<file path="src/rtl/newton_step_mul.sv">
// Final Newton-Raphson step: 3-stage FP32 multiply, y1 = num_a * init.
// Define NEWTON_MUL_ROUND_NEAREST_EN for round-to-nearest-even; default truncates.
module newton_step_mul #(
  parameter int BIAS = 127
) (
  input  logic        clk,
  input  logic        rst,
  input  logic        in_valid,
  input  logic [31:0] num_a,
  input  logic [31:0] init,
  output logic        out_valid,
  output logic [31:0] result
);

  logic [7:0] ea, eb;
  logic       s1_zero_d, s1_inf_d, s1_sign_d;
  logic signed [9:0] s1_e_d;

  logic              v1_q, sign1_q, zero1_q, inf1_q;
  logic signed [9:0] e1_q;
  logic [23:0]       ma1_q, mb1_q;

  logic              v2_q, sign2_q, zero2_q, inf2_q;
  logic signed [9:0] e2_q;
  logic [47:0]       p2_q;

  logic              out_valid_q;
  logic [31:0]       result_q, result_d;
  logic signed [9:0] e3;
  logic [22:0]       frac3;

  assign ea        = num_a[30:23];
  assign eb        = init[30:23];
  assign s1_sign_d = num_a[31] ^ init[31];
  assign s1_zero_d = (ea == 8'h00) || (eb == 8'h00);
  assign s1_inf_d  = (ea == 8'hFF) || (eb == 8'hFF);
  assign s1_e_d    = $signed({2'b00, ea}) + $signed({2'b00, eb})
                   - $signed(10'(BIAS));

  // Valid bits and the visible output are the only reset state.
  always_ff @(posedge clk) begin
    if (rst) begin
      v1_q        <= 1'b0;
      v2_q        <= 1'b0;
      out_valid_q <= 1'b0;
      result_q    <= 32'h0;
    end else begin
      v1_q        <= in_valid;
      v2_q        <= v1_q;
      out_valid_q <= v2_q;
      if (v2_q) begin
        result_q <= result_d;
      end
    end
  end

  always_ff @(posedge clk) begin
    sign1_q <= s1_sign_d;
    zero1_q <= s1_zero_d;
    inf1_q  <= s1_inf_d;
    e1_q    <= s1_e_d;
    ma1_q   <= {1'b1, num_a[22:0]};
    mb1_q   <= {1'b1, init[22:0]};
    sign2_q <= sign1_q;
    zero2_q <= zero1_q;
    inf2_q  <= inf1_q;
    e2_q    <= e1_q;
    p2_q    <= 48'(ma1_q) * 48'(mb1_q);
  end

`ifdef NEWTON_MUL_ROUND_NEAREST_EN
  logic        grd, sticky;
  logic [22:0] frac_n;
  logic [23:0] frac_r;

  always_comb begin
    e3     = e2_q;
    frac_n = p2_q[45:23];
    grd    = p2_q[22];
    sticky = |p2_q[21:0];
    if (p2_q[47]) begin
      e3     = e2_q + 10'sd1;
      frac_n = p2_q[46:24];
      grd    = p2_q[23];
      sticky = |p2_q[22:0];
    end
    frac_r = {1'b0, frac_n} + 24'(grd & (sticky | frac_n[0]));
    frac3  = frac_r[22:0];
    if (frac_r[23]) begin
      frac3 = 23'h0;
      e3    = e3 + 10'sd1;
    end
  end
`else
  logic unused_tail;

  assign unused_tail = |p2_q[22:0];

  always_comb begin
    e3    = e2_q;
    frac3 = p2_q[45:23];
    if (p2_q[47]) begin
      e3    = e2_q + 10'sd1;
      frac3 = p2_q[46:24];
    end
  end
`endif

  always_comb begin
    result_d = {sign2_q, e3[7:0], frac3};
    if (inf2_q && zero2_q) begin
      result_d = 32'h7FC00000;
    end else if (inf2_q) begin
      result_d = {sign2_q, 8'hFF, 23'h0};
    end else if (zero2_q) begin
      result_d = {sign2_q, 8'h00, 23'h0};
    end else if (e3 >= 10'sd255) begin
      result_d = {sign2_q, 8'hFF, 23'h0};
    end else if (e3 <= 10'sd0) begin
      result_d = {sign2_q, 8'h00, 23'h0};
    end
  end

  assign out_valid = out_valid_q;
  assign result    = result_q;

endmodule

</file>
<file path="config.mk">
export PLATFORM = sky130hd
export DESIGN_NAME = newton_step_mul
export DESIGN_NICKNAME = d
export VERILOG_FILES = /design/src/rtl/newton_step_mul.sv
export SDC_FILE = /design/constraint.sdc
export NUM_CORES = 2
export LEC_CHECK = 0
export BUFFER_PORTS_ARGS = -buffer_cell sky130_fd_sc_hd__buf_2
export CORE_MARGIN = 3
export CORE_UTILIZATION = 40
export DETAILED_ROUTE_END_ITERATION = 6
export PLACE_DENSITY = 0.64
export SLEW_MARGIN = 20
export SYNTH_ARGS = -nofsm -noshare
export SYNTH_HDL_FRONTEND = slang
export SYNTH_SLANG_ARGS = --single-unit
</file>
<file path="constraint.sdc">
create_clock -name clk -period 18.3 [get_ports clk]
set_input_delay 3.66 -clock clk [delete_from_list [all_inputs] [get_ports clk]]
set_output_delay 3.66 -clock clk [all_outputs]
set_load 0.03 [all_outputs]
</file>
==> results_dict.tcl <==
set metrics [dict create \
    path_class "reg2reg" \
    pre_cts_slack_ps 10680 \
    htree_levels 4 \
    grt_pass1_wl_um 99300 \
    hold_buffers 0 \
    layout_common_cells "586 x inv_1, 482 x fa_1, 288 x nand2_1" \
    initial_core_util_pct 40.6 \
    cts-root-buf "clkbuf_16" \
    cts.sink_count 132 \
    drv_slew 0 \
    yosysWarnings 0 \
    io_buffers 99 \
    dp_hpwl_um 45400 \
    synth_edf_count 0 \
    core_mm2 0.0553 \
    drcViolationCount 1 \
    instances_no_fill 3225 \
    fin_crit_ps 7720 \
    layout_commonest_cell "inv_1" \
    first_pass_iters 7 \
    yosys_most_used_dff "dfxtp_1" \
    num_vias 16200 \
    die_width_um 243 \
    antenna_found_initial 1 \
    antenna_left 0 \
    areaGrowthSynthToFinish_pct 8.38 \
    routedWlPerCell_um 18.7 \
    min_from "e1_q[1]$_DFF_P_" \
    clkLatencyLatePin_ps 480 \
    syn_nets 3157 \
    synth_seq_cells 132 \
    rrSetupSlack_ps 10580 \
    endpoint_kind "register" \
    synth_top_area_share_pct 43.0 \
    grt_pass1_vias 18400 \
    grt-ovfl-total 0 \
    cts-resized-gates 0 \
    synthTopCellsByArea "fa_1 43%, dfxtp_1 12%, ha_1 10%, inv_1 9.8%, and2_1 6.8%" \
    wl_um 60200 \
    num_io_pins 100 \
    rsz0062_at_grt "no" \
    netlist_instances 2423 \
    slew_headroom_pct 20.9 \
    rows 86 \
    viasPerCell 5.03 \
    avgSynthCellArea_um2 9.27 \
    layout.nets 3197 \
    cts_inserted_buffers 17 \
    timing.final.setup_violations 0 \
    post_cts_buffers 0 \
    gp_congestion 0.908 \
    grt_usage_pct 21.7 \
    yosysUniqueCellTypes 62 \
    worst_pin_slew_ps 1190 \
    yosysTopAreaCell "fa_1" \
    dp_cells 3192 \
    grt_max_degree 61 \
    fmax_ghz 0.130 \
    worstSetupStartpointType "register" \
    finalSetupTns_ps 0 \
    clk_path_buf_depth 2 \
    path_clk_slew_ps 70 \
    arrival_ps 8060 \
    hold_class "reg2reg" \
    skew_ps 12.8 \
    maxCapViolations 0 \
    hold_viol 0 \
    dieArea_mm2 0.0590 \
    seq_area_frac_synth_pct 11.8 \
    post-route-period-util_pct 42.2 \
    critPathMaxFanout 16 \
    critPathLaunch "mb1_q[8]$_DFF_P_" \
    status "finished, violations left" \
    netlist_area_mm2 0.0225 \
    utilization_pct 44.0 \
    setup_ws_ps 10580 \
    die_h_um 243 \
    initialDrtViolationCount 980 \
    worst_ep_required_time_ps 18640 \
    drive_above_1_share_pct 8.20 \
    cts_tree "built" \
    violations "design-rule violations" \
    r2r-start "mb1_q[8]$_DFF_P_" \
    synthArstFlopShare_pct 0 \
]
## cells by family after synthesis
kind of cell               synth area share [%]
and+or+nand+nor                            15.8
AOI/OAI and AO/OA                          4.39
adders and majority gates                  53.3
DFF                                        11.8
muxes                                      1.25
buffers and inverters                      11.7
xor gates and xnor gates                   1.76
## final timing paths
kind,end,depth (start not counted)
setup / recovery,p2_q[47]$_DFF_P_,23
setup reg to reg,p2_q[47]$_DFF_P_,23
hold reg to reg,e2_q[1]$_DFF_P_,0
hold / removal,e2_q[1]$_DFF_P_,0
## worst max-delay path, stage by stage (launching register included)
cell and delay [ps]:
dfxtp_1 790, clkinv_1 540, nor2_1 250, fa_1 460
fa_1 520, inv_1 50, fa_1 470, inv_1 50
fa_1 490, inv_1 50, fa_1 530, inv_1 50
fa_1 470, inv_1 50, fa_1 470, inv_1 40
ha_1 190, a21o_1 220, a2111oi_2 410, a311o_1 420
and3_1 310, o211ai_1 140, a2111oi_0 480, a211oi_1 90
## per-layer routing
| layer | vias to the layer above | track usage, % | routed length [um] | part of all wire [%] |
|---|---|---|---|---|
| li1 | 7233 | - | - | - |
| met1 | 8343 | 26.5 | 24000 | 40 |
| met2 | 507 | 38.3 | 30400 | 51 |
| met3 | 129 | 3.72 | 3680 | 6.1 |
| met4 | 0 | 8.19 | 2180 | 3.6 |
| met5 | - | 0 | 0 | 0 |
## cells in the mapped netlist (5+ instances only)
library cell / n
clkbuf_1: 101
nor2b_1: 8
fa_1: 482
a21o_1: 8
dfxtp_1: 132
nor2_1: 55
o21bai_1: 7
nand3_1: 31
xnor2_1: 26
xor2_1: 19
o21ai_0: 20
inv_1: 586
a31oi_1: 5
nand4_1: 8
a211oi_1: 13
nor3_1: 11
a21oi_1: 59
ha_1: 185
nand2_1: 288
and2_1: 244
mux2_2: 24
nor4_1: 6
nand2b_1: 29
and3_1: 10
o31ai_1: 5
## cell type report
class | count | area (um^2)
timing repair buffer | 129 | 721
sequential | 132 | 2650
tap | 748 | 936
multi-input combinational | 1595 | 17200
fill | 5402 | 31000
clock inverter | 15 | 211
inverter | 588 | 2210
antenna | 1 | 2.50
clock buffer | 17 | 425
## registers in the layout, indices dropped and copies added (netlist names)
| name | flops |
|---|---|
| result | 32 |
| p2_q | 25 |
| ma1_q | 23 |
| mb1_q | 23 |
| e1_q | 10 |
| e2_q | 10 |
| inf1_q | 1 |
| inf2_q | 1 |
| out_valid | 1 |
| sign1_q | 1 |
| sign2_q | 1 |
| v1_q | 1 |
| v2_q | 1 |
| zero1_q | 1 |
| zero2_q | 1 |
## per-stage QoR
| stage | hold WS (ps) | area, um^2 |
|---|---|---|
| 2_1_floorplan | 310 | 22500 |
| 3_3_place_gp | 313 | 23700 |
| 3_5_place_dp | 314 | 23700 |
| 4_1_cts | 324 | 24300 |
| 5_1_grt | 330 | 24300 |
| 6_report | 321 | 24300 |
Power is left out: the tool's default activity adds up to more than one toggle a clock period on the data nets, which glitch-free logic cannot reach.
